===== config.mk =====
export PLATFORM = sky130hd
export DESIGN_NAME = fwd_scoreboard_flat
export DESIGN_NICKNAME = d
export VERILOG_FILES = /design/src/rtl/fwd_scoreboard_if.sv /design/src/rtl/fwd_scoreboard.sv /design/src/flat_wrapper.sv
export SDC_FILE = /design/constraint.sdc
export NUM_CORES = 1
export LEC_CHECK = 0
export ABC_AREA = 1
export CORE_MARGIN = 3
export CORE_UTILIZATION = 25
export DETAILED_ROUTE_END_ITERATION = 7
export PLACE_DENSITY_LB_ADDON = 0.25
export SLEW_MARGIN = 20
export SYNTH_ARGS = -nofsm -noshare
export SYNTH_HDL_FRONTEND = slang
export SYNTH_SLANG_ARGS = --single-unit

===== constraint.sdc =====
create_clock -name i_clk -period 2.2 [get_ports i_clk]
set_input_delay 0.22 -clock i_clk [delete_from_list [all_inputs] [get_ports i_clk]]
set_output_delay 0.22 -clock i_clk [all_outputs]
set_load 0.005 [all_outputs]

===== src/rtl/fwd_scoreboard_if.sv =====
// Issue-side bundle between the ID stage and fwd_scoreboard: ID operand/destination
// fields and control in, stall and forwarding selects out.
interface fwd_scoreboard_if #(
    parameter int AW    = 5,
    parameter int DEPTH = 3
);
    localparam int SELW = $clog2(DEPTH + 1);

    logic            i_hold;
    logic            i_flush;
    logic            i_id_valid;
    logic [AW-1:0]   i_id_rs;
    logic [AW-1:0]   i_id_rt;
    logic            i_id_use_rs;
    logic            i_id_use_rt;
    logic [AW-1:0]   i_id_rd;
    logic            i_id_regwrite;
    logic            i_id_memread;
    logic            i_id_branch;
    logic            o_id_stall;
    logic [SELW-1:0] o_ex_fwd_a;
    logic [SELW-1:0] o_ex_fwd_b;
    logic [SELW-1:0] o_id_fwd_a;
    logic [SELW-1:0] o_id_fwd_b;
    logic [15:0]     o_stall_cnt;

    modport master (
        output i_hold, i_flush, i_id_valid, i_id_rs, i_id_rt, i_id_use_rs, i_id_use_rt,
               i_id_rd, i_id_regwrite, i_id_memread, i_id_branch,
        input  o_id_stall, o_ex_fwd_a, o_ex_fwd_b, o_id_fwd_a, o_id_fwd_b, o_stall_cnt
    );

    modport slave (
        input  i_hold, i_flush, i_id_valid, i_id_rs, i_id_rt, i_id_use_rs, i_id_use_rt,
               i_id_rd, i_id_regwrite, i_id_memread, i_id_branch,
        output o_id_stall, o_ex_fwd_a, o_ex_fwd_b, o_id_fwd_a, o_id_fwd_b, o_stall_cnt
    );
endinterface


===== src/rtl/fwd_scoreboard.sv =====
// Scoreboard-based forwarding/hazard unit: destination-tag shift pipeline after ID,
// EX forward selects, load-use stall, stall counter. FWD_BRANCH_EN adds ID branch forwarding.
module fwd_scoreboard #(
    parameter int AW     = 5,
    parameter int DEPTH  = 3,
    parameter int LD_RDY = 3
) (
    input  logic           i_clk,
    input  logic           i_rst,
    fwd_scoreboard_if.slave bus
);
    localparam int SELW = $clog2(DEPTH + 1);

    typedef struct packed {
        logic            hit;
        logic            ld;
        logic [SELW-1:0] k;
    } win_t;

    logic [DEPTH:1]  r_valid;
    logic [DEPTH:1]  r_regwr;
    logic [DEPTH:1]  r_memrd;
    logic [AW-1:0]   r_rd [1:DEPTH];
    logic [SELW-1:0] r_ex_fwd_a;
    logic [SELW-1:0] r_ex_fwd_b;
    logic [15:0]     r_stall_cnt;

    logic [DEPTH:1]  w_prod;
    logic [DEPTH:1]  w_match_a;
    logic [DEPTH:1]  w_match_b;
    win_t            w_win_a;
    win_t            w_win_b;
    logic [SELW-1:0] w_ex_sel_a;
    logic [SELW-1:0] w_ex_sel_b;
    logic            w_ex_stall_a;
    logic            w_ex_stall_b;
    logic            w_br_stall;
    logic [SELW-1:0] w_id_fwd_a;
    logic [SELW-1:0] w_id_fwd_b;
    logic            w_stall;
    logic            w_issue;

    genvar gi;
    generate
        for (gi = 1; gi <= DEPTH; gi++) begin : g_match
            assign w_prod[gi]    = r_valid[gi] && r_regwr[gi] && (r_rd[gi] != '0);
            assign w_match_a[gi] = w_prod[gi] && bus.i_id_use_rs && (r_rd[gi] == bus.i_id_rs);
            assign w_match_b[gi] = w_prod[gi] && bus.i_id_use_rt && (r_rd[gi] == bus.i_id_rt);
        end
    endgenerate

    // Youngest producer (smallest stage index) wins.
    function automatic win_t pick(input logic [DEPTH:1] m, input logic [DEPTH:1] ld);
        win_t w;
        w = '0;
        for (int k = DEPTH; k >= 1; k--) begin
            if (m[k]) begin
                w.hit = 1'b1;
                w.ld  = ld[k];
                w.k   = SELW'(k);
            end
        end
        return w;
    endfunction

    // The producer sits one stage further along once the consumer reaches EX.
    function automatic logic [SELW:0] ex_select(input win_t w);
        int kk;
        kk = int'(w.k) + 1;
        if (!w.hit || kk > DEPTH)
            return '0;
        else if (w.ld && kk < LD_RDY)
            return {1'b1, {SELW{1'b0}}};
        else
            return {1'b0, SELW'(kk)};
    endfunction

    always_comb begin
        w_win_a = pick(w_match_a, r_memrd);
        w_win_b = pick(w_match_b, r_memrd);
        {w_ex_stall_a, w_ex_sel_a} = ex_select(w_win_a);
        {w_ex_stall_b, w_ex_sel_b} = ex_select(w_win_b);
    end

`ifdef FWD_BRANCH_EN
    logic w_br_stall_a;
    logic w_br_stall_b;

    // Branch compare happens in ID, so no +1 shift; stage 1 is still in EX and not ready.
    always_comb begin
        w_br_stall_a = 1'b0;
        w_br_stall_b = 1'b0;
        w_id_fwd_a   = '0;
        w_id_fwd_b   = '0;
        if (bus.i_id_branch && bus.i_id_valid) begin
            if (w_win_a.hit) begin
                if (int'(w_win_a.k) == 1 || (w_win_a.ld && int'(w_win_a.k) < LD_RDY))
                    w_br_stall_a = 1'b1;
                else
                    w_id_fwd_a = w_win_a.k;
            end
            if (w_win_b.hit) begin
                if (int'(w_win_b.k) == 1 || (w_win_b.ld && int'(w_win_b.k) < LD_RDY))
                    w_br_stall_b = 1'b1;
                else
                    w_id_fwd_b = w_win_b.k;
            end
        end
        w_br_stall = w_br_stall_a || w_br_stall_b;
    end
`else
    logic w_unused_branch;
    assign w_unused_branch = bus.i_id_branch;
    assign w_br_stall      = 1'b0;
    assign w_id_fwd_a      = '0;
    assign w_id_fwd_b      = '0;
`endif

    assign w_stall = bus.i_id_valid && !bus.i_flush && (w_ex_stall_a || w_ex_stall_b || w_br_stall);
    assign w_issue = bus.i_id_valid && !bus.i_flush && !w_stall;

    generate
        for (gi = 2; gi <= DEPTH; gi++) begin : g_shift
            always_ff @(posedge i_clk or posedge i_rst) begin
                if (i_rst) begin
                    r_valid[gi] <= 1'b0;
                    r_regwr[gi] <= 1'b0;
                    r_memrd[gi] <= 1'b0;
                    r_rd[gi]    <= '0;
                end else if (!bus.i_hold) begin
                    r_valid[gi] <= r_valid[gi-1];
                    r_regwr[gi] <= r_regwr[gi-1];
                    r_memrd[gi] <= r_memrd[gi-1];
                    r_rd[gi]    <= r_rd[gi-1];
                end
            end
        end
    endgenerate

    always_ff @(posedge i_clk or posedge i_rst) begin
        if (i_rst) begin
            r_valid[1]  <= 1'b0;
            r_regwr[1]  <= 1'b0;
            r_memrd[1]  <= 1'b0;
            r_rd[1]     <= '0;
            r_ex_fwd_a  <= '0;
            r_ex_fwd_b  <= '0;
            r_stall_cnt <= '0;
        end else if (!bus.i_hold) begin
            if (w_issue) begin
                r_valid[1] <= 1'b1;
                r_regwr[1] <= bus.i_id_regwrite;
                r_memrd[1] <= bus.i_id_memread;
                r_rd[1]    <= bus.i_id_rd;
                r_ex_fwd_a <= w_ex_sel_a;
                r_ex_fwd_b <= w_ex_sel_b;
            end else begin
                r_valid[1] <= 1'b0;
                r_regwr[1] <= 1'b0;
                r_memrd[1] <= 1'b0;
                r_rd[1]    <= '0;
                r_ex_fwd_a <= '0;
                r_ex_fwd_b <= '0;
            end
            if (w_stall && r_stall_cnt != 16'hFFFF)
                r_stall_cnt <= r_stall_cnt + 16'd1;
        end
    end

    assign bus.o_id_stall  = w_stall;
    assign bus.o_ex_fwd_a  = r_ex_fwd_a;
    assign bus.o_ex_fwd_b  = r_ex_fwd_b;
    assign bus.o_id_fwd_a  = w_id_fwd_a;
    assign bus.o_id_fwd_b  = w_id_fwd_b;
    assign bus.o_stall_cnt = r_stall_cnt;
endmodule


===== src/flat_wrapper.sv =====
// flat-port wrapper written by rule: the top's interface ports become plain ports
module fwd_scoreboard_flat 
#(
    parameter int AW     = 5,
    parameter int DEPTH  = 3,
    parameter int LD_RDY = 3
)
  (i_clk, i_rst, bus_i_hold, bus_i_flush, bus_i_id_valid, bus_i_id_rs, bus_i_id_rt, bus_i_id_use_rs, bus_i_id_use_rt, bus_i_id_rd, bus_i_id_regwrite, bus_i_id_memread, bus_i_id_branch, bus_o_id_stall, bus_o_ex_fwd_a, bus_o_ex_fwd_b, bus_o_id_fwd_a, bus_o_id_fwd_b, bus_o_stall_cnt);
  fwd_scoreboard_if #(.AW(AW), .DEPTH(DEPTH)) bus_i ();
  input  logic i_clk;
  input  logic i_rst;
  input wire logic [$bits(bus_i.i_hold)-1:0] bus_i_hold;
  input wire logic [$bits(bus_i.i_flush)-1:0] bus_i_flush;
  input wire logic [$bits(bus_i.i_id_valid)-1:0] bus_i_id_valid;
  input wire logic [$bits(bus_i.i_id_rs)-1:0] bus_i_id_rs;
  input wire logic [$bits(bus_i.i_id_rt)-1:0] bus_i_id_rt;
  input wire logic [$bits(bus_i.i_id_use_rs)-1:0] bus_i_id_use_rs;
  input wire logic [$bits(bus_i.i_id_use_rt)-1:0] bus_i_id_use_rt;
  input wire logic [$bits(bus_i.i_id_rd)-1:0] bus_i_id_rd;
  input wire logic [$bits(bus_i.i_id_regwrite)-1:0] bus_i_id_regwrite;
  input wire logic [$bits(bus_i.i_id_memread)-1:0] bus_i_id_memread;
  input wire logic [$bits(bus_i.i_id_branch)-1:0] bus_i_id_branch;
  output wire logic [$bits(bus_i.o_id_stall)-1:0] bus_o_id_stall;
  output wire logic [$bits(bus_i.o_ex_fwd_a)-1:0] bus_o_ex_fwd_a;
  output wire logic [$bits(bus_i.o_ex_fwd_b)-1:0] bus_o_ex_fwd_b;
  output wire logic [$bits(bus_i.o_id_fwd_a)-1:0] bus_o_id_fwd_a;
  output wire logic [$bits(bus_i.o_id_fwd_b)-1:0] bus_o_id_fwd_b;
  output wire logic [$bits(bus_i.o_stall_cnt)-1:0] bus_o_stall_cnt;
  assign bus_i.i_hold = bus_i_hold;
  assign bus_i.i_flush = bus_i_flush;
  assign bus_i.i_id_valid = bus_i_id_valid;
  assign bus_i.i_id_rs = bus_i_id_rs;
  assign bus_i.i_id_rt = bus_i_id_rt;
  assign bus_i.i_id_use_rs = bus_i_id_use_rs;
  assign bus_i.i_id_use_rt = bus_i_id_use_rt;
  assign bus_i.i_id_rd = bus_i_id_rd;
  assign bus_i.i_id_regwrite = bus_i_id_regwrite;
  assign bus_i.i_id_memread = bus_i_id_memread;
  assign bus_i.i_id_branch = bus_i_id_branch;
  assign bus_o_id_stall = bus_i.o_id_stall;
  assign bus_o_ex_fwd_a = bus_i.o_ex_fwd_a;
  assign bus_o_ex_fwd_b = bus_i.o_ex_fwd_b;
  assign bus_o_id_fwd_a = bus_i.o_id_fwd_a;
  assign bus_o_id_fwd_b = bus_i.o_id_fwd_b;
  assign bus_o_stall_cnt = bus_i.o_stall_cnt;
  fwd_scoreboard #(.AW(AW), .DEPTH(DEPTH), .LD_RDY(LD_RDY)) u_core (.i_clk(i_clk), .i_rst(i_rst), .bus(bus_i));
endmodule

==> run_results.csv, run 1 <==
group,metric,value,unit
finish,fillers,890,
yosys,ys_types,29,
floorplanning,start_util,25.9,%
min_path,hp-class,"input port to async pin",
sta,max_freq,0.500,GHz
placed_design,placed_cell_area,2770,um2
routing,routedWlPerCell,11.9,um
finish,n_antenna_cell,0,
yosys,yosys_register_bits,35,
global_route,grt_pass1_wl,9580,um
routing,first_iter_violations,69,
clock_tree,postCtsSetupBuffers,0,
yosys,synth_cells,300,
finish,area_delta_synth_final,32.8,%
placed_design,gp_congestion,0.836,
power,power.density,465,nW/um2
clock_tree,cts-root-buf,"clkbuf_8",
yosys,synthesis.area,2150,um2
critical_path,crit_required,1.98,ns
sta,final-hold-violation-count,0,
floorplanning,die_h,98.8,um
placed_design,portBuffers,44,
floorplanning,num_rows,33,
floorplanning,fp.coreArea,8300,um2
sta,min_period_over_period,90.9,%
clock_tree,cts_inserted_buffers,5,
finish,final_cell_area,2860,um2
global_route,grt_max_degree,36,
finish,final_common_cell,"nand2_1",
critical_path,end_kind,"primary output",
finish,final_cell_mix,"nand2_1, clkdlybuf4s50_1, inv_1, dfrtp_1, nor2_1",
clock_tree,clkTransAtPathRegs,0.08,ns
global_route,antenna_found_initial,0,
critical_path,crit_fanout,4,
finish,drive_above_1_share,9.83,%
finish,layoutNonFillerInstCount,461,
clock_tree,cts.sinks,35,
global_route,overflow,0,
clock_tree,htreeDepth,2,
sta,slew_viol_final,0,
sta,rsz0062_at_grt,"false",
routing,wirelength,5490,um
floorplanning,die_area,9760,um2
sta,setup_violations,0,
power,irDropWorstVdd,0.181,mV
global_route,grt_usage,12.0,%
yosys,ys_seq_area_share,40.7,%
routing,ant_nets,0,
finish,fin_nets,381,
placed_design,dp.cells,453,
routing,dr.pass1.iters,4,
critical_path,arrival,1.78,ns
clock_tree,cts_tree,"done",
sta,whs,0.336,ns
routing,route.detailed.drc,0,
floorplanning,die_w,98.8,um
status,outcome,"finished, final reports clean",
yosys,yosys_warnings,0,
flow_run,drv_cap,0,
routing,post_drt_via_cell_ratio,4.26,
routing,vias,1966,
critical_path,rrSetupSlack,0.50,ns
clock_tree,cts_buffer_depth,2,
floorplanning,pin_count,50,
critical_path,cp-start-kind,"register",
yosys,syn_avg_cell_area,7.18,um2
critical_path,path_class,"register to primary output",
power,power.leakage,1.39,nW
global_route,grt_pass1_vias,2074,
clock_tree,clk_latency,0.29,ns
placed_design,detailedPlacementHpwl,4050,um
sta,skew,0.00698,ns
sta,fin_crit,2.00,ns
## final cells by class
class	instances	area (um2)	share of cell area, %
clock inverters	2	12.5	0.437
inverters	44	165	5.77
flip-flops and latches	35	877	30.7
repair buffers	56	542	18.9
multi-input cells	213	1060	37.1
well taps	105	131	4.59
clock buffers	6	72.6	2.54
## cells by family (layout without fill, tap and decap cells)
kind of cell,count (synthesis),after routing,synth area share [%]
adder cells (fa/ha/maj),1,1,0.581
other,1,4,0.174
AO/OA/AOI/OAI,18,18,4.59
XOR/XNOR,23,23,9.35
AND/OR/NAND/NOR,167,167,33.9
flip-flops,35,35,40.7
buffers and inverters,55,108,10.7
## per-stage QoR
| stage | util, % | TNS, ns | power (mW) | setup WS (ns) |
|---|---|---|---|---|
| after CTS | 34.5 | 0 | 1.34 | 0.169 |
| after floorplan | - | 0 | 0.792 | 0.626 |
| after global routing | 34.5 | 0 | 1.40 | 0.00766 |
| after global placement | 33.4 | -0.0652 | 0.874 | -0.0652 |
| final | 34.5 | 0 | 1.33 | 0.199 |
| after detailed placement | 33.4 | -0.0558 | 0.875 | -0.0558 |
## critical path: stages (launching register included)
cell and delay [ns]:
dfrtp_1 0.43, inv_1 0.11, nand2_1 0.05, nand2_1 0.06, nand2_1 0.07, nor2_2 0.11
nand3_1 0.11, nand2_1 0.08, nand2_1 0.09, nor3_1 0.13, dlygate4sd2_1 0.25
## power by group
part / internal (mW) / switching (mW)
logic: 0.0869 / 0.0912
clock network: 0.221 / 0.246
registers: 0.662 / 0.0218
## cell usage after synthesis
master | count | area [um2]
or2_2 | 1 | 6.26
ha_1 | 1 | 12.5
nand4_2 | 1 | 12.5
buf_4 | 4 | 30.0
inv_2 | 3 | 11.3
nand3b_1 | 1 | 7.51
buf_6 | 1 | 11.3
nor3_1 | 2 | 10.0
nand3_2 | 3 | 30.0
nor2_4 | 1 | 11.3
conb_1 | 1 | 3.75
nor2_1 | 22 | 82.6
clkbuf_1 | 2 | 7.51
o21ai_0 | 10 | 50.1
nand3_1 | 10 | 50.1
nand2_2 | 3 | 18.8
nand4_1 | 8 | 50.1
buf_1 | 2 | 7.51
nor4_1 | 4 | 25.0
nor2_2 | 2 | 12.5
dfrtp_1 | 35 | 876
xor2_1 | 10 | 87.6
nor3b_1 | 1 | 7.51
xnor2_1 | 13 | 114
inv_1 | 41 | 154
a21oi_1 | 1 | 5.00
nand2_1 | 108 | 405
o22ai_1 | 7 | 43.8
buf_2 | 2 | 10.0
## final timing paths
check / start / to / cells past startpoint
hold / removal: i_rst / u_core.r_regwr[1] / 3
hold reg to reg: u_core.bus.o_ex_fwd_a[0] / u_core.bus.o_ex_fwd_a[0] / 2
setup reg to reg: u_core.r_rd[13] / u_core.bus.o_ex_fwd_b[1] / 11
min in group i_clk: u_core.bus.o_ex_fwd_a[0] / u_core.bus.o_ex_fwd_a[0] / 2
max in group asynchronous: i_rst / u_core.r_rd[10] / 3
setup / recovery: u_core.r_rd[14] / bus_o_id_stall / 10
## per-layer routing
metal  GRT usage, %  wire [um]  up-vias
li1               -          -     1024
met1           15.7       2690      889
met2           19.5       2440       44
met4           2.94         73        0
met5              0          0        -
met3           3.61        282        9
## state kept, by name (all words and copies together) (netlist names)
name / count
u_core.r_regwr: 2
u_core.r_valid: 2
u_core.bus.o_ex_fwd_b: 2
u_core.bus.o_stall_cnt: 16
u_core.r_rd: 10
u_core.r_memrd: 1
u_core.bus.o_ex_fwd_a: 2
## repair_timing
| item | CTS | global route |
|---|---|---|
| gates resized for setup | 3 | 0 |
| setup endpoints to repair | 1 | 0 |
| hold buffers | 0 | 0 |
(Power assumes the default switching activity.)
==> run 2, diff against run 1 <==
Settings changed: CORE_ASPECT_RATIO set to 0.7, GPL_TIMING_DRIVEN set to 1.
==> run_results.csv, run 2 (synthesis results as in run 1) <==
group,metric,value,unit
status,outcome,"finished, final reports clean",
critical_path,crit_required,1.98,ns
global_route,grt_pass1_vias,1814,
finish,drive_above_1_share,10.6,%
critical_path,rr_endpoint,"u_core.bus.o_ex_fwd_b[0]",
power,total_power,1.60,mW
clock_tree,clk_latency,0.27,ns
clock_tree,postCtsSetupBuffers,0,
routing,post_drt_via_cell_ratio,4.27,
placed_design,dp.cells,453,
finish,fin_nets,385,
global_route,overflow,0,
critical_path,path_class,"register to primary output",
sta,skew,0.00358,ns
min_path,hp-class,"input port to async pin",
power,irDropWorstVdd,0.233,mV
global_route,grt_max_degree,36,
sta,final-hold-violation-count,0,
clock_tree,cts_buffer_depth,2,
finish,largest_register_ffs,16,
placed_design,portBuffers,44,
clock_tree,clkTransAtPathRegs,0.05,ns
finish,area_delta_synth_final,36.7,%
critical_path,startpoint,"u_core.r_rd[11]",
routing,wirelength,5780,um
floorplanning,die_h,83.7,um
global_route,grt_pass1_wl,9480,um
routing,dr.pass1.iters,4,
critical_path,rrSetupSlack,0.40,ns
routing,vias,1967,
placed_design,detailedPlacementHpwl,4430,um
finish,final_cell_mix,"nand2_1, clkdlybuf4s50_1, inv_1, dfrtp_1, nor2_1",
power,power.leakage,1.45,nW
global_route,grt_usage,12.2,%
finish,final_core_util,36.3,%
critical_path,crit_fanout,4,
sta,min_period_over_period,89.2,%
critical_path,worstRegToRegCells,12,
floorplanning,die_area,9780,um2
flow_run,drv_cap,0,
clock_tree,cts_tree,"done",
finish,multi_input_area,1060,um2
sta,fin_crit,1.96,ns
clock_tree,cts_inserted_buffers,5,
floorplanning,die_w,117,um
routing,ant_nets,0,
placed_design,gp_congestion,0.864,
global_route,antenna_found_initial,0,
finish,layoutNonFillerInstCount,461,
floorplanning,pin_count,50,
sta,rsz0062_at_grt,"false",
floorplanning,fp.coreArea,8110,um2
clock_tree,cts-root-buf,"clkbuf_16",
sta,setup_violations,0,
sta,slew_viol_final,0,
finish,fillers,837,
routing,first_iter_violations,121,
floorplanning,num_rows,27,
critical_path,r2r_start,"u_core.r_rd[14]",
sta,max_freq,0.509,GHz
clock_tree,cts.sinks,35,
finish,regArea,876,um2
critical_path,cp-start-kind,"register",
clock_tree,htreeDepth,2,
critical_path,end_kind,"primary output",
routing,route.detailed.drc,0,
sta,whs,0.367,ns
routing,routedWlPerCell,12.5,um
finish,final_common_cell,"nand2_1",
critical_path,arrival,1.74,ns
power,power.density,543,nW/um2
floorplanning,start_util,26.6,%
finish,n_antenna_cell,0,
==> run 2: cell type report <==
class | instances | area share (%)
Timing Repair Buffer | 60 | 19.0
Inverter | 44 | 5.61
Clock buffer | 8 | 5.31
Tap cell | 101 | 4.29
Multi-Input combinational cell | 213 | 36.0
Sequential cell | 35 | 29.8
==> run 2: per-layer routing <==
layer,GRT usage (%),vias up,routed length [um]
li1,-,1036,-
met2,14.9,46,2210
met5,0,-,0
met1,20.8,881,3310
met4,2.81,0,48
met3,2.61,4,211
==> run 2: through the flow <==
stage | TNS, ns | setup WS, ns | area [um2]
after CTS | 0 | 0.196 | 2940
after global placement | -0.0403 | -0.0403 | 2790
after floorplan | 0 | 0.626 | 2160
after global routing | 0 | 0.00915 | 2940
final | 0 | 0.237 | 2940
after detailed placement | -0.0416 | -0.0416 | 2790
==> run 2: timing repair <==
| action | CTS | global route |
|---|---|---|
| setup endpoints to repair | 1 | 0 |
| resized for setup | 2 | 0 |
| hold buffers | 0 | 0 |
==> run 2: worst max path at each step <==
stage / end / slack (ns) / cells after the start
global route: bus_o_id_stall / 0.009 / 10
floorplan: u_core.bus.o_stall_cnt[5] / 0.63 / 8
finish: bus_o_id_stall / 0.24 / 10
detailed placement: bus_o_id_stall / -0.04 / 11
CTS: bus_o_id_stall / 0.20 / 10
global placement: bus_o_id_stall / -0.04 / 11
==> run 2: where the power goes <==
group | internal (mW) | total, mW | switching (mW)
registers | 0.663 | 0.685 | 0.0220
clock network | 0.482 | 0.730 | 0.248
logic | 0.0897 | 0.184 | 0.0944
total | 1.23 | 1.60 | 0.365
==> run 2: critical path: stages, from the launching register on <==
cell,delay (ns)
dfrtp_1,0.43
inv_2,0.11
nand2_1,0.05
nand2_1,0.07
nand3_1,0.09
nor2_2,0.12
nand2_1,0.08
nand2_1,0.06
nand2_1,0.07
nor3_1,0.13
dlygate4sd2_1,0.25
==> patch 1: new RTL, flow settings as in run 1 <==
Add a define of `FWD_BRANCH_EN`.
--- a/src/rtl/fwd_scoreboard.sv
+++ b/src/rtl/fwd_scoreboard.sv
@@ -1,5 +1,7 @@
 // Scoreboard-based forwarding/hazard unit: destination-tag shift pipeline after ID,
 // EX forward selects, load-use stall, stall counter. FWD_BRANCH_EN adds ID branch forwarding.
+`define FWD_BRANCH_EN
+
 module fwd_scoreboard #(
     parameter int AW     = 5,
     parameter int DEPTH  = 3,
Function: changed (a bounded check fails within 4 cycles, from zero or initial values and one cycle with i_rst high).
==> patch 1 against run 1 <==
Synthesized area increased by 31%; final cell count rose by 40%; sequential cell count grew 8; wire length up 53%; maximum frequency down 6.7%; power up 43%; cell area rose by 41%; setup slack worse by 0.14 ns; critical path type unchanged; largest cell class unchanged.
==> patch 1: results (changes against run 1) <==
[place]
gp_congestion = 0.824  ; was 0.836
hpwl_um = 6210  ; was 4050 um
io_buffers = 49  ; was 44

[setup_path]
r2r-start = u_core.r_rd[11]  ; was u_core.r_rd[13]
regToRegSetupSlack_ns = 0.16  ; was 0.50 ns
r2r_end = u_core.bus.o_stall_cnt[4]  ; was u_core.bus.o_ex_fwd_b[1]
slowest_stage = dfrtp_2  ; was dfrtp_1
path_delay_family = simple AND/OR/NAND/NOR gates  ; unchanged
start_kind = register  ; unchanged
critPathCapture = bus_o_id_stall  ; unchanged
cp.arrival_ns = 1.92  ; was 1.78 ns
cp_slowest_stage_delay_ns = 0.44
worst-path-max-fanout = 5  ; was 4
worstRegToRegCells = 17  ; was 11

[power]
p_leak_uw = 0.00199  ; was 0.00139 uW
power_switching_uw = 525  ; was 359 uW
peakVddDrop_mv = 0.297  ; was 0.181 mV

[yosys]
seq_area_frac_synth_pct = 38.0  ; was 40.7%
synth-xor-area-share_pct = 7.12  ; was 9.36%
ys_types = 33  ; was 29
synth.area.top_cells = dfrtp_1, nand2_1, inv_1  ; unchanged
muxShareOfSynthArea_pct = 0  ; unchanged
synthAdderAreaFrac_pct = 0.885  ; was 0.581%
async_flop_share_pct = 100  ; unchanged
ys_warn_count = 0  ; unchanged
synth.top_cell.area_share_pct = 38.0  ; was 40.7%
syn-num-nets = 444
synth_flop_cell = dfrtp_1  ; unchanged
synth-compound-area-share_pct = 7.47  ; was 4.59%
synthTopCellsByCount = nand2_1, inv_1, dfrtp_1, nor2_1, o21ai_0  ; was nand2_1, inv_1, dfrtp_1, nor2_1, xnor2_1

[global_routing]
grt_usage_pct = 13.5  ; was 12.0%
grt_pass1_wl_um = 14000  ; was 9580 um
antenna_found_initial = 0  ; unchanged
grt_start_max_net_pins = 44  ; was 36
globalRouteOverflowTotal = 0  ; unchanged
grt_pass1_vias = 2947  ; was 2074

[sta]
finalHoldViolations = 0  ; unchanged
holdWs_ns = 0.394  ; was 0.336 ns
finalClockSkew_ns = 0.00209  ; was 0.00698 ns
tightestPinTransition_ns = 0.594

[cells_and_area]
fillers = 1156  ; was 890
nets = 532  ; was 381
largest_register_ff_count = 16  ; unchanged
drive_gt1_share_pct = 20.6  ; was 9.83%
antennaDiodeCount = 0  ; unchanged

[clock_tree]
htree_levels = 2  ; unchanged
clk_transition_reported_paths_ns = 0.06  ; was 0.08 ns
clockBufferDepth = 2  ; unchanged
numCtsBuffers = 5  ; unchanged
clock-root-buffer = clkbuf_16  ; was clkbuf_8
clock_latency_ns = 0.28

[routing]
first_pass_iters = 4  ; unchanged
drt_iter0_drc = 119  ; was 69
vias_per_cell = 4.49  ; was 4.26
wl_per_cell_um = 13.0  ; was 11.9 um

[hold_path]
hp-class = in -> async  ; unchanged

[status]
status = completed  ; unchanged

==> patch 1: cell type report <==
class                           instances  area share [%]
Clock buffer                            6            3.19
Clock inverter                          2           0.310
Inverter                               66            6.23
Multi-Input combinational cell        299            39.4
Sequential cell                        43            26.9
Tap cell                              140            4.34
Timing Repair Buffer                   90            19.6
==> patch 1: cell families (layout without fill, tap and decap cells) <==
family	after synthesis	in the layout
flip-flops	43	43
AO/OA/AOI/OAI	40	40
XOR/XNOR	23	23
AND/OR/NAND/NOR	233	234
buffers and inverters	76	164
adder cells (fa/ha/maj)	2	2
==> patch 1: power groups by stage <==
stage / Combinational (uW) / Sequential (uW) / Clock, uW
CTS: 296 / 858 / 766
floorplan: 159 / 863 / 0
detailed placement: 277 / 876 / 0
finish: 310 / 859 / 729
global placement: 278 / 875 / 0
global route: 354 / 863 / 798
==> patch 1: worst reg2reg max path: cells and delay by family (launching register included) <==
family,cells,cell delay [ns]
buffers and inverters,3,0.37
and+or+nand+nor,14,1.13
DFF,1,0.44
==> patch 1: metal layers <==
metal,vias up,GRT usage (%),routed length [um]
li1,1495,-,-
met1,1346,18.3,4050
met2,51,22.4,3990
met3,8,2.32,244
met4,0,3.37,126
met5,-,0,0
==> patch 1: metrics by stage <==
stage	total power (uW)	instance area (um2)	cells	setup TNS (ns)	worst slack (ns)
final	1900	4030	646	0	0.0550
after global routing	2020	4030	646	-0.345	-0.0960
after floorplan	1020	2830	417	0	0.331
after global placement	1150	3670	624	-5.98	-0.411
after detailed placement	1150	3670	624	-6.16	-0.400
after CTS	1920	3890	640	-0.0866	-0.0302
==> patch 1: timing repair <==
action                                  4_1_cts  5_1_grt
hold buffers                                  0        0
gates cloned                                  0        1
resized for setup                            32       48
pin swaps                                     8       15
setup buffers                                 8        5
endpoints found under the setup margin        5       26
==> patch 2: new RTL, flow settings as in run 1 <==
Without the edit above. Reset style: synchronous (`i_rst`), changed in 2 clocked blocks.
--- a/src/rtl/fwd_scoreboard.sv
+++ b/src/rtl/fwd_scoreboard.sv
@@ -121,7 +121,7 @@
 
     generate
         for (gi = 2; gi <= DEPTH; gi++) begin : g_shift
-            always_ff @(posedge i_clk or posedge i_rst) begin
+            always_ff @(posedge i_clk) begin
                 if (i_rst) begin
                     r_valid[gi] <= 1'b0;
                     r_regwr[gi] <= 1'b0;
@@ -137,7 +137,7 @@
         end
     endgenerate
 
-    always_ff @(posedge i_clk or posedge i_rst) begin
+    always_ff @(posedge i_clk) begin
         if (i_rst) begin
             r_valid[1]  <= 1'b0;
             r_regwr[1]  <= 1'b0;
Behaviour: differs if i_rst is asserted again (counterexample within 4 cycles, from zero or initial values and one cycle with i_rst high); with i_rst held inactive, the same outputs for 10 cycles.
==> patch 2 against run 1 <==
Synthesized area shrank 0.76%; cell area shrank 0.13%; wire length shrank 8.3%; sequential cell count is the same; setup slack lost 0.043 ns; via count grew 2.2%; power grew 1.4%; count of clock-buffer cells in the layout grew 1; clock power grew 4.7%; combinational power shrank 6%.
==> patch 2: results (changes against run 1) <==
[yosys]
synth.area.top_cells = dfxtp_1, edfxtp_1, nand2_1  ; was dfrtp_1, nand2_1, inv_1
ys_types = 34  ; was 29
async_flop_share_pct = 0  ; was 100%
synth.top_cell.area_share_pct = 23.4  ; was 40.7%
synthTopCellsByCount = nand2_1, inv_1, nor2_1, dfxtp_1, nand4_1  ; was nand2_1, inv_1, dfrtp_1, nor2_1, xnor2_1
synth_edf_count = 10  ; was 0
seq_area_frac_synth_pct = 37.5  ; was 40.7%
synth_flop_cell = dfxtp_1  ; was dfrtp_1
synthCells = 320  ; was 300

[routing]
routed_wl_um = 5030  ; was 5490 um
drt_iter0_drc = 74  ; was 69
wl_per_cell_um = 10.4  ; was 11.9 um
vias_per_cell = 4.17  ; was 4.26

[hold_path]
hp-class = reg -> reg  ; was in -> async

[place]
hpwl_um = 3890  ; was 4050 um
dp.cells = 472  ; was 453
place_area_um2 = 2750  ; was 2770 um2
post-place-ws_ns = -0.0727  ; was -0.0558 ns
gp_congestion = 0.812  ; was 0.836

[global_routing]
grt_pass1_wl_um = 8790  ; was 9580 um
grt_usage_pct = 11.1  ; was 12.0%
grt_pass1_vias = 1973  ; was 2074
grt_start_max_net_pins = 16  ; was 36

[setup_path]
cp.arrival_ns = 1.82  ; was 1.78 ns

[cells_and_area]
nets = 402  ; was 381
drive_gt1_share_pct = 11.4  ; was 9.83%
antennaDiodeCount = 0  ; unchanged

[power]
peakVddDrop_mv = 0.145  ; was 0.181 mV
p_leak_uw = 0.00123  ; was 0.00139 uW

[clock_tree]
clk_transition_reported_paths_ns = 0.07
htree_levels = 2  ; unchanged
clock_latency_ns = 0.29  ; about the same
clockBufferDepth = 2  ; unchanged

[sta]
tightestPinTransition_ns = 0.577
finalClockSkew_ns = 0.0108  ; was 0.00698 ns

[status]
status = completed  ; unchanged

patch 2: cell types whose count changed after synthesis, sizes merged, moves of 9 or more:
cell | run 1 | this run
inv | 44 | 68
nor2 | 25 | 64
edfxtp | 0 | 10
dfrtp | 35 | 0
xor2 | 10 | 1
nand2 | 111 | 72
o21bai | 0 | 9
dfxtp | 0 | 25
patch 2: worst paths after layout:
kind,slack [ns],to,startpoint
setup / recovery,0.16,bus_o_id_stall,u_core.r_rd[1][1]
hold / removal,0.49,u_core.r_regwr[2],u_core.r_regwr[1]
setup reg to reg,0.28,u_core.bus.o_stall_cnt[4],u_core.r_rd[1][1]
hold reg to reg,0.49,u_core.r_regwr[2],u_core.r_regwr[1]
patch 2: logic make-up (layout without fill, tap and decap cells):
logic type	Yosys count	in the layout	share of synthesized area [%]
flip-flops	35	35	37.5
buffers and inverters	81	135	15.9
AO/OA/AOI/OAI	27	27	8.66
XOR/XNOR	8	8	3.28
adder cells (fa/ha/maj)	1	1	0.585
other	1	4	0.175
AND/OR/NAND/NOR	167	167	34.0
patch 2: timing repair:
action,4_1_cts,5_1_grt
gates resized for setup,3,0
setup endpoints to repair,1,1
pin swaps,2,1
buffers inserted,1,1
patch 2: final cells by class:
type / count / area [um2]
timing repair buffer: 59 / 564
clock inverter: 1 / 5.00
multi-input combinational: 207 / 1010
sequential: 35 / 801
tap: 105 / 131
inverter: 68 / 255
fill: 899 / 5400
clock buffer: 7 / 86.3
patch 2: worst max-delay path: stages (launching register included):
cell           delay (ns)
edfxtp_1             0.46
buf_4                0.17
nand2_1              0.05
nand3_1              0.07
nor2_2               0.15
nand4_2              0.12
nand2_2              0.11
inv_1                0.06
nor2_2               0.10
dlygate4sd2_1        0.24
patch 2: layer usage:
metal | GRT usage (%) | share of wire [%] | vias to the layer above
li1 | - | - | 1084
met1 | 14.5 | 49 | 873
met2 | 17.2 | 44 | 42
met3 | 2.90 | 5.1 | 10
met4 | 5.46 | 2.3 | 0
met5 | 0 | 0 | -
patch 2: per-stage QoR:
step                      util (%)  power [uW]  TNS [ns]
final                         34.6        1350         0
after global routing          34.6        1420         0
after CTS                     34.5        1370         0
after detailed placement      33.3         869   -0.0727
after global placement        33.3         869   -0.0476
after floorplan                  -         793         0
patch 2: power by group:
group	internal (uW)	switching, uW
registers	677	14.3
logic	84.3	82.2
clock network	253	237
